File: src/rtl/l2_arbiter.sv
// Two-to-one round-robin arbiter between the split L1 caches and the unified L2.
// A granted request is captured into registers and held until the L2 responds.
module l2_arbiter (
  input  logic         clk,
  input  logic         reset,
  input  logic         icache_read,
  input  logic [15:0]  icache_address,
  output logic         icache_resp,
  output logic [127:0] icache_rdata,
  input  logic         dcache_read,
  input  logic         dcache_write,
  input  logic [15:0]  dcache_address,
  input  logic [127:0] dcache_wdata,
  output logic         dcache_resp,
  output logic [127:0] dcache_rdata,
  output logic         L2_read,
  output logic         L2_write,
  output logic [15:0]  L2_address,
  output logic [127:0] L2_wdata,
  input  logic         L2_resp,
  input  logic [127:0] L2_rdata
);

  localparam logic [1:0] IDLE    = 2'd0;
  localparam logic [1:0] SERVE_I = 2'd1;
  localparam logic [1:0] SERVE_D = 2'd2;

  logic [1:0]   state_q, state_d;
  logic         last_grant_q, last_grant_d;
  logic [15:0]  req_addr_q, req_addr_d;
  logic [127:0] req_wdata_q, req_wdata_d;
  logic         req_is_write_q, req_is_write_d;

  logic i_req, d_req, serving;

  assign i_req   = icache_read;
  assign d_req   = dcache_read | dcache_write;
  assign serving = (state_q == SERVE_I) || (state_q == SERVE_D);

  always_comb begin
    state_d        = state_q;
    last_grant_d   = last_grant_q;
    req_addr_d     = req_addr_q;
    req_wdata_d    = req_wdata_q;
    req_is_write_d = req_is_write_q;
    case (state_q)
      IDLE: begin
        // On a tie, the port not granted last time wins (last_grant_q=1 means D went last).
        if (i_req && (!d_req || last_grant_q)) begin
          state_d        = SERVE_I;
          last_grant_d   = 1'b0;
          req_addr_d     = icache_address;
          req_is_write_d = 1'b0;
        end else if (d_req) begin
          state_d        = SERVE_D;
          last_grant_d   = 1'b1;
          req_addr_d     = dcache_address;
          req_wdata_d    = dcache_wdata;
          req_is_write_d = dcache_write;
        end
      end
      SERVE_I, SERVE_D: begin
        if (L2_resp) state_d = IDLE;
      end
      default: state_d = IDLE;
    endcase
  end

  always_ff @(posedge clk) begin
    if (reset) begin
      state_q        <= IDLE;
      last_grant_q   <= 1'b1;
      req_addr_q     <= '0;
      req_wdata_q    <= '0;
      req_is_write_q <= 1'b0;
    end else begin
      state_q        <= state_d;
      last_grant_q   <= last_grant_d;
      req_addr_q     <= req_addr_d;
      req_wdata_q    <= req_wdata_d;
      req_is_write_q <= req_is_write_d;
    end
  end

  assign L2_read      = serving & ~req_is_write_q;
  assign L2_write     = serving &  req_is_write_q;
  assign L2_address   = req_addr_q;
  assign L2_wdata     = req_wdata_q;
  assign icache_resp  = (state_q == SERVE_I) & L2_resp;
  assign dcache_resp  = (state_q == SERVE_D) & L2_resp;
  assign icache_rdata = L2_rdata;
  assign dcache_rdata = L2_rdata;

endmodule

File: config.mk
export PLATFORM = sky130hd
export DESIGN_NAME = l2_arbiter
export DESIGN_NICKNAME = d
export VERILOG_FILES = /design/src/rtl/l2_arbiter.sv
export SDC_FILE = /design/constraint.sdc
export NUM_CORES = 1
export LEC_CHECK = 0
export BUFFER_PORTS_ARGS = -buffer_cell sky130_fd_sc_hd__buf_2
export CORE_AREA = 10 10 260 262
export CTS_CLUSTER_DIAMETER = 100
export CTS_CLUSTER_SIZE = 14
export DETAILED_ROUTE_END_ITERATION = 7
export DIE_AREA = 0 0 270 272
export PLACE_DENSITY_LB_ADDON = 0.25
export SETUP_SLACK_MARGIN = 0.15
export SYNTH_ARGS = -nofsm -noshare
export SYNTH_HDL_FRONTEND = slang
export SYNTH_SLANG_ARGS = --single-unit
File: constraint.sdc
create_clock -name clk -period 3.49 [get_ports clk]
set_input_delay 0.698 -clock clk [delete_from_list [all_inputs] [get_ports clk]]
set_output_delay 0.698 -clock clk [all_outputs]
set_load 0.02 [all_outputs]
==> flow_summary.json <==
{
  "fmax_ghz": 0.448,
  "initial_utilization": 0.133,
  "postSynthCellCount": 943,
  "portBuffers": 313,
  "ys_ff_latch": 148,
  "reg2reg_slack_ps": 1300,
  "cts_tree": "yes",
  "rr_worst_depth": 6,
  "synth_area_leaders": "dfxtp_1 (36%), buf_4 (23%), nand4b_1 (13%), nand2b_1 (9.7%), o21ai_1 (5.9%)",
  "cts_max_level": 4,
  "drtIter0Drc": 363,
  "core_um2": 62500,
  "crit_slowest_cell": "dfxtp_1",
  "yosysSeqAreaShare": 0.356,
  "wl_met1_mm": 12.4,
  "synth_cell_types": 29,
  "ys_warn_count": 0,
  "period_share": 0.639,
  "dr.pass1.iters": 4,
  "clock_latency_ps": 470,
  "die_x_um": 270,
  "areaGrowthSynthToFinish_pct": 13.1,
  "grt_pass1_wl_mm": 43.7,
  "path_max_fanout": 3,
  "postSynth.asyncResetShare": 0,
  "slew_viol_final": 0,
  "maxCapViolCount": 0,
  "grt_max_degree": 146,
  "synth.avg_cell_area_um2": 8.84,
  "worstMarginPinSlew_ps": 791,
  "max-slew-margin-rel": 0.473,
  "reg2reg_from": "state_q[0]",
  "cp_slowest_stage_delay_ps": 340,
  "min_to": "L2_wdata[26]",
  "wl_met2_mm": 12.5,
  "path_delay_family": "flip-flops",
  "worstSetupPathType": "reg -> out",
  "tns_ps": 0,
  "r2r_end": "L2_wdata[119]",
  "die_h_um": 272,
  "rsz0062_at_grt": "false",
  "routabilityCongestion": 0.760,
  "synth_ff_type": "dfxtp_1",
  "clk_pin_slew_ps": 60,
  "ir_drop_mv": 0.350,
  "synth_edf_count": 0,
  "status": "finished clean",
  "synth_common_cells": "buf_4 (259), dfxtp_1 (148), nand2b_1 (129)",
  "cts_buffer_depth": 2,
  "worstHoldPathCells": 2,
  "wire_per_inst_um": 16.4,
  "crit_arrival_ps": 1530,
  "powerDensity_nw_per_um2": 562,
  "grt-ovfl-total": 0,
  "yosys.area.top_type": "dfxtp_1",
  "start_kind": "register",
  "finalSetupViolCount": 0,
  "die-area_um2": 73400,
  "p_leak_nw": 3.79,
  "drt_wl_total_mm": 29.7,
  "synth_top_area_share": 0.356,
  "wl_met3_mm": 3.42,
  "end_kind": "primary output",
  "top_layer_used": "met5",
  "hold_viol": 0,
  "io-pin-count": 698,
  "stdcell_count": 1811,
  "min_period_ps": 2230,
  "post_cts_buffers": 0,
  "cts_num_sinks": 148,
  "numCtsBuffers": 17,
  "hold_ws_ps": 460,
  "final_nets": 1250,
  "vias": 6469,
  "grt_pass1_vias": 6619,
  "hpwl_mm": 20.4,
  "grt_usage": 0.0785,
  "required_ps": 2790,
  "antenna_found_initial": 3,
  "synth_most_common_cell": "buf_4",
  "cp_cell_sequence": "inv_1 > ha_1 > and2_1 > buf_2",
  "skew_ps": 11.9,
  "viasPerCell": 3.57,
  "hp-class": "reg -> reg",
  "worst-path-buf-inv": 2,
  "hold_buffers": 0,
  "drtAntennaViolNets": 0,
  "drc": 0,
  "rows": 92,
  "synth_nets": 1240,
  "crit_start": "state_q[0]",
  "fin_util": 0.151,
  "cts-resized-gates": 0,
  "cts_root_buf": "clkbuf_16",
  "dp_cells": 1780,
  "antenna_cells": 0,
  "min-delay-start": "L2_wdata[26]",
  "drive_above_1_share": 0.391,
  "synth_area_um2": 8330
}
-- cells by family (layout without fill, tap and decap cells) --
| group | count (synthesis) | in the layout | synth area share |
|---|---|---|---|
| buf+inv | 353 | 375 | 0.281 |
| fa+ha+maj | 3 | 3 | 0.00450 |
| flops | 148 | 148 | 0.356 |
| compound gates | 168 | 168 | 0.118 |
| simple gates | 271 | 271 | 0.241 |
-- routing by layer --
metal / GRT usage / vias up
li1: - / 3004
met1: 0.0874 / 2953
met2: 0.110 / 412
met3: 0.0472 / 94
met4: 0.0519 / 6
met5: 0.0118 / -
-- cell usage in the layout (no fill, tap or decap), types with 2 or more instances in the layout --
| cell | synthesis | routed |
|---|---|---|
| buf_2 | 21 | 312 |
| dfxtp_1 | 148 | 148 |
| nand2b_1 | 129 | 129 |
| nand4b_1 | 128 | 128 |
| o21ai_1 | 99 | 99 |
| o21ai_0 | 30 | 30 |
| inv_1 | 18 | 18 |
| clkbuf_16 | 0 | 17 |
| a31oi_1 | 16 | 16 |
| o221a_2 | 16 | 16 |
| buf_4 | 259 | 8 |
| buf_12 | 0 | 5 |
| and2_1 | 3 | 3 |
| nor2b_1 | 3 | 3 |
| nor2_1 | 3 | 3 |
| ha_1 | 3 | 3 |
| clkinv_2 | 0 | 3 |
| clkinv_4 | 0 | 3 |
| clkinvlp_4 | 0 | 2 |
| clkbuf_8 | 0 | 2 |
| inv_6 | 0 | 2 |
-- worst max path at each step --
stage	to	slack [ps]	depth (start not counted)
2_1_floorplan	last_grant_q	1740	5
3_3_place_gp	L2_wdata[17]	1140	5
3_5_place_dp	L2_wdata[119]	1120	5
4_1_cts	L2_write	1190	4
5_1_grt	L2_wdata[124]	1080	6
6_report	L2_write	1260	4
-- sequential cells by signal, summed over array words and instances (netlist names) --
name and flops:
last_grant_q 1, state_q 2, L2_wdata 128, req_is_write_q 1, L2_address 16
-- worst min-delay path: stages, from the launching register on --
cell and delay [ps]:
dfxtp_1 300, nand2b_1 60, o21ai_1 50
-- final cells by class --
type / instances / area, um2
fillers: 7154 / 53100
multi-input cells: 442 / 3050
flip-flops and latches: 148 / 2960
repair buffers: 326 / 1730
well taps: 846 / 1060
clock buffers: 20 / 457
clock inverters: 11 / 104
inverters: 18 / 67.6
-- power breakdown --
part	total [mW]	leakage (nW)	internal, mW	switching [mW]
clock network	1.85	0.273	1.02	0.834
registers	2.04	1.22	1.92	0.120
logic	1.41	2.30	0.474	0.934
total	5.30	3.79	3.41	1.89
-- metrics by stage --
| stage | instance area [um2] | worst slack (ps) | power (mW) |
|---|---|---|---|
| 2_1_floorplan | 8330 | 1740 | 3.35 |
| 3_3_place_gp | 8870 | 1140 | 3.51 |
| 3_5_place_dp | 8870 | 1120 | 3.52 |
| 4_1_cts | 9430 | 1190 | 5.47 |
| 5_1_grt | 9430 | 1080 | 5.65 |
| 6_report | 9430 | 1260 | 5.30 |
Note: power is estimated with default switching activity, not from simulation.
